**config.mk**
```make
export PLATFORM = sky130hd
export DESIGN_NAME = ram_port_arbiter
export DESIGN_NICKNAME = d
export VERILOG_FILES = /design/src/rtl/ram_port_arbiter.sv
export SDC_FILE = /design/constraint.sdc
export NUM_CORES = 2
export LEC_CHECK = 0
export ABC_AREA = 1
export BUFFER_PORTS_ARGS = -buffer_cell sky130_fd_sc_hd__buf_2
export CORE_MARGIN = 4
export CORE_UTILIZATION = 60
export DETAILED_ROUTE_END_ITERATION = 8
export PLACE_DENSITY_LB_ADDON = 0.08
export SETUP_SLACK_MARGIN = 0.02
export SKIP_CTS_REPAIR_TIMING = 1
export SYNTH_ARGS = -nofsm -noshare
export SYNTH_HDL_FRONTEND = slang
export SYNTH_SLANG_ARGS = --single-unit
```
**constraint.sdc**
```tcl
create_clock -name hw_clk -period 8.15 [get_ports hw_clk]
set_clock_uncertainty 0.15 [all_clocks]
set_input_delay 0.4075 -clock hw_clk [delete_from_list [all_inputs] [get_ports hw_clk]]
set_output_delay 0.4075 -clock hw_clk [all_outputs]
set_load 0.005 [all_outputs]
```
**src/rtl/ram_port_arbiter.sv**
```systemverilog
// Two-requester round-robin front end for one inferred single-port RAM.
// After reset the RAM can optionally be swept to INIT_VALUE before any
// client access is granted.
//
// state   | meaning
// --------+----------------------------------------------------------
// ST_INIT | clear sweep: writes INIT_VALUE to init_addr each cycle
// ST_SERVE| normal operation: one granted client access per cycle
module ram_port_arbiter #(
  parameter int                ADDR_W     = 8,
  parameter int                DATA_W     = 8,
  parameter bit                INIT_CLEAR = 1'b1,
  parameter logic [DATA_W-1:0] INIT_VALUE = '0
) (
  input  logic              hw_clk,
  input  logic              rst,
  output logic              ready,
  input  logic              a_req,
  input  logic              a_we,
  input  logic [ADDR_W-1:0] a_addr,
  input  logic [DATA_W-1:0] a_wdata,
  output logic              a_gnt,
  output logic              a_rvalid,
  output logic [DATA_W-1:0] a_rdata,
  input  logic              b_req,
  input  logic              b_we,
  input  logic [ADDR_W-1:0] b_addr,
  input  logic [DATA_W-1:0] b_wdata,
  output logic              b_gnt,
  output logic              b_rvalid,
  output logic [DATA_W-1:0] b_rdata
);

  localparam int DEPTH = 1 << ADDR_W;

  typedef enum logic {ST_INIT, ST_SERVE} state_t;

  state_t            state_q, state_d;
  logic              ready_q, ready_d;
  logic [ADDR_W-1:0] init_addr_q, init_addr_d;
  logic              last_b_q, last_b_d;      // 1: B holds the last grant
  logic              a_rvalid_q, a_rvalid_d;
  logic              b_rvalid_q, b_rvalid_d;
  logic [DATA_W-1:0] a_hold_q, a_hold_d;
  logic [DATA_W-1:0] b_hold_q, b_hold_d;

  logic [DATA_W-1:0] mem [DEPTH];
  logic [DATA_W-1:0] ram_rdata_q;

  logic              a_gnt_c, b_gnt_c;
  logic              mem_we;
  logic [ADDR_W-1:0] mem_addr;
  logic [DATA_W-1:0] mem_wdata;

  // Round-robin grant: a lone request wins, on contention the port that
  // did not win last time goes. Nothing is granted while reset is asserted.
  always_comb begin
    a_gnt_c = 1'b0;
    b_gnt_c = 1'b0;
    if (ready_q && !rst) begin
      if (a_req && (!b_req || last_b_q)) begin
        a_gnt_c = 1'b1;
      end else if (b_req) begin
        b_gnt_c = 1'b1;
      end
    end
  end

  // Single RAM port steering: sweep owns the port during INIT, otherwise
  // the granted client does.
  always_comb begin
    mem_we    = 1'b0;
    mem_addr  = init_addr_q;
    mem_wdata = INIT_VALUE;
    if (state_q == ST_INIT) begin
      mem_we = !rst;
    end else if (a_gnt_c) begin
      mem_we    = a_we;
      mem_addr  = a_addr;
      mem_wdata = a_wdata;
    end else if (b_gnt_c) begin
      mem_we    = b_we;
      mem_addr  = b_addr;
      mem_wdata = b_wdata;
    end
  end

  // Sweep sequencing and registered ready.
  always_comb begin
    state_d     = state_q;
    init_addr_d = init_addr_q;
    if (state_q == ST_INIT) begin
      init_addr_d = init_addr_q + ADDR_W'(1);
      if (init_addr_q == {ADDR_W{1'b1}}) begin
        state_d = ST_SERVE;
      end
    end
    ready_d = (state_d == ST_SERVE);
  end

  // Arbitration history, read-valid pulses and per-port read data hold.
  // The shared RAM output register is only meaningful in the rvalid cycle,
  // so each port latches it then to keep its rdata stable afterwards.
  always_comb begin
    last_b_d = last_b_q;
    if (a_gnt_c) begin
      last_b_d = 1'b0;
    end else if (b_gnt_c) begin
      last_b_d = 1'b1;
    end
    a_rvalid_d = a_gnt_c && !a_we;
    b_rvalid_d = b_gnt_c && !b_we;
    a_hold_d   = a_rvalid_q ? ram_rdata_q : a_hold_q;
    b_hold_d   = b_rvalid_q ? ram_rdata_q : b_hold_q;
  end

  // Control registers with synchronous reset; the RAM itself is not reset.
  always_ff @(posedge hw_clk) begin
    if (rst) begin
      state_q     <= INIT_CLEAR ? ST_INIT : ST_SERVE;
      ready_q     <= 1'b0;
      init_addr_q <= '0;
      last_b_q    <= 1'b1;
      a_rvalid_q  <= 1'b0;
      b_rvalid_q  <= 1'b0;
      a_hold_q    <= '0;
      b_hold_q    <= '0;
    end else begin
      state_q     <= state_d;
      ready_q     <= ready_d;
      init_addr_q <= init_addr_d;
      last_b_q    <= last_b_d;
      a_rvalid_q  <= a_rvalid_d;
      b_rvalid_q  <= b_rvalid_d;
      a_hold_q    <= a_hold_d;
      b_hold_q    <= b_hold_d;
    end
  end

  // Inferred single-port RAM with registered read output.
  always_ff @(posedge hw_clk) begin
    if (mem_we) begin
      mem[mem_addr] <= mem_wdata;
    end
    ram_rdata_q <= mem[mem_addr];
  end

  assign ready    = ready_q;
  assign a_gnt    = a_gnt_c;
  assign b_gnt    = b_gnt_c;
  assign a_rvalid = a_rvalid_q;
  assign b_rvalid = b_rvalid_q;
  assign a_rdata  = a_rvalid_q ? ram_rdata_q : a_hold_q;
  assign b_rdata  = b_rvalid_q ? ram_rdata_q : b_hold_q;

endmodule

```
==> reports/metrics.cfg <==
[detailed_routing]
vias_per_cell = 5.79
drt_first_pass_iters = 6
vias = 61759
drc = 0
ant_nets = 0
drt-initial-drc-count = 7674
avgRoutedWirePerCell_um = 22.8
wirelength_um = 244000

[cts]
htreeDepth = 4
clock_latency_ns = 0.83
cts_buffers = 208
cts_tree = done
clkTransAtPathRegs_ns = 0.06
cts.sinks = 2084
cts_buffer_depth = 3
cts-root-buf = clkbuf_16

[die]
dieArea_sq_um = 154000
core_sq_um = 146000
die_x_um = 392
io_pins = 59
num_rows = 140
die_h_um = 392
start_util = 0.606

[placement]
pre_cts_ws_ns = 2.10
dp_hpwl_um = 134000
gp_congestion = 0.895
placed_cells = 10281
port_buffers = 58
post_dp_cell_area_sq_um = 90000

[global_route]
grt_use_total = 0.316
grt_pass1_vias = 58202
antenna_found_initial = 7
grt_overflow = 0
grt_first_pass_wirelength_um = 365000
grt_max_degree = 185

[cells_and_area]
final_cell_count_no_fill = 10672
mostFrequentLayoutCells = nand2_1, edfxtp_1, nand3_1
multi_input_area_sq_um = 24100
fill_cells = 11307
area_growth_pct = 9.20
final_design_area_no_fill_sq_um = 96700
final_common_cell = nand2_1
final_util = 0.662
drive_gt1_frac = 0.0560
seq_area_sq_um = 62200
nets = 8619

[power]
swShare = 0.226
p_switching_mw = 5.02
p_seq_frac = 0.523
power_leakage_nw = 41.3
ir_drop_v = 0.000196
internal_power_mw = 17.2
power_density_nw_per_um2 = 230
finalPower_mw = 22.2
pwr-share-comb = 0.057
clock_power_share = 0.420

[timing]
relSlewSlack = 0.220
fmax_mhz = 169
setup_ws_ns = 2.22
drv_slew = 0
final_hold_viol_count = 0
tightest_slew_ns = 1.17
hold_slack_ns = 0.0924
post-route-period-util = 0.727
final.min_clock_period_ns = 5.93
setup_viol = 0
rsz0062_at_grt = no
fin_setup_tns_ns = 0

[synthesis]
netlist_area_sq_um = 88500
synth_edf_count = 2048
synth-seq-cells = 2084
synth_async_sr_flop_share = 0
syn_inst = 8726
synth-seq-area-share = 0.703
synth_area_per_cell_sq_um = 10.1
yosys_warnings = 0
synth-main-ff-cell = edfxtp_1
syn_nets = 8765
yosysUniqueCellTypes = 33

[worst_hold_path]
min_from = b_req
hold_path_class = in2reg

[setup_path]
regToRegSetupSlack_ns = 2.23
cp_cell_sequence = dlygate4sd3_1 -> buf_2 -> nor2_4 -> nand3_1 -> nand3_4 -> nand2_8 -> buf_4 -> buf_12 -> nand2_1 -> nand2_1 -> nand2_1 -> nand2_1 -> nand2_1 -> nand2_1 -> o21ai_0 -> nand2_1 -> nor2_1 -> nor2_1 -> nor2_1 -> nand2_1
worstRegToRegCells = 20
worst_path_max_delay_cell = nand2_8
critPathArrivalTime_ns = 6.56
worst_setup_path_start_kind = input pin
crit_required_ns = 8.79
path_max_fanout = 156
cp.depth = 20
critPathMaxStageDelay_ns = 0.79
worstSetupEndpointType = flop
r2r_start = last_b_q
cp-endpoint = ram_rdata_q[0]
crit_buf_inv = 4
cp_top_family = simple AND/OR/NAND/NOR gates
crit_start = rst
crit_type = in2reg
cp_common_cell = nand2_1
rr_endpoint = ram_rdata_q[0]

[outcome]
status = completed

[flow_run]
max_cap_violations = 0

## Yosys cell counts (6+ instances only)
| library cell | n | area, sq um |
|---|---|---|
| a21oi_1 | 25 | 125 |
| a22o_1 | 8 | 70.1 |
| buf_1 | 30 | 113 |
| buf_2 | 226 | 1130 |
| clkbuf_1 | 241 | 905 |
| dfxtp_1 | 36 | 721 |
| edfxtp_1 | 2048 | 61500 |
| inv_1 | 31 | 116 |
| inv_2 | 7 | 26.3 |
| nand2_1 | 5016 | 18800 |
| nand3_1 | 525 | 2630 |
| nor2_1 | 350 | 1310 |
| nor2_2 | 6 | 37.5 |
| nor3_1 | 7 | 35.0 |
| o21ai_0 | 65 | 325 |
| o21ai_1 | 71 | 355 |
## power groups by stage
stage	Clock (mW)	Combinational (mW)	Sequential (mW)
floorplan	0	0.849	11.8
global placement	0	1.23	11.8
detailed placement	0	1.23	11.8
CTS	9.39	1.24	11.6
global route	9.86	1.38	11.6
finish	9.32	1.26	11.6
## cells by family after synthesis
family,after synthesis,share of synthesized area
AND/OR/NAND/NOR,5920,0.259
flip-flops,2084,0.703
buffers and inverters,544,0.0266
AO/OA/AOI/OAI,177,0.0108
adder cells (fa/ha/maj),1,0.000141
## cell type report
| class | instances | area share |
|---|---|---|
| flip-flops and latches | 2084 | 0.644 |
| multi-input cells | 6098 | 0.250 |
| clock buffers | 275 | 0.0579 |
| well taps | 1917 | 0.0248 |
| repair buffers | 148 | 0.0120 |
| clock inverters | 109 | 0.0101 |
| inverters | 40 | 0.00173 |
| diodes | 1 | 0.0000259 |
## worst reg2reg max path, cell delays in order (launching register included)
cell and delay (ns):
dfxtp_1 0.31, a21oi_1 0.16, dlygate4sd3_1 0.60, nand2_2 0.12, nand2_1 0.14, nand3_4 0.42
nand2_8 0.81, buf_4 0.75, buf_12 0.58, nand2_1 0.37, nand2_1 0.11, nand2_1 0.06
nand2_1 0.10, nand2_1 0.07, nand2_1 0.12, o21ai_0 0.15, nand2_1 0.21, nor2_1 0.09
nor2_1 0.38, nor2_1 0.10, nand2_1 0.08
## layer usage
metal	vias up	share of wire	global-route usage	wire length, um
met5	-	0	0	0
met4	0	0.038	0.116	9360
met3	523	0.11	0.0649	26700
met2	3195	0.45	0.482	109000
met1	29573	0.40	0.457	98000
li1	28468	-	-	-
## worst min path at each step
stage,endpoint,cells after the start
after global routing,a_rvalid,4
after global placement,b_hold_q[0],2
after floorplan,a_hold_q[0],2
final,a_rvalid,4
after CTS,b_rvalid,2
after detailed placement,a_hold_q[2],2
## flip-flops by register name, indices dropped and copies added (netlist names)
signal       cells
a_hold_q         8
a_rvalid         1
b_hold_q         8
b_rvalid         1
init_addr_q      8
last_b_q         1
mem           2048
ram_rdata_q      8
ready            1
Power figures use the tool's default switching activity.
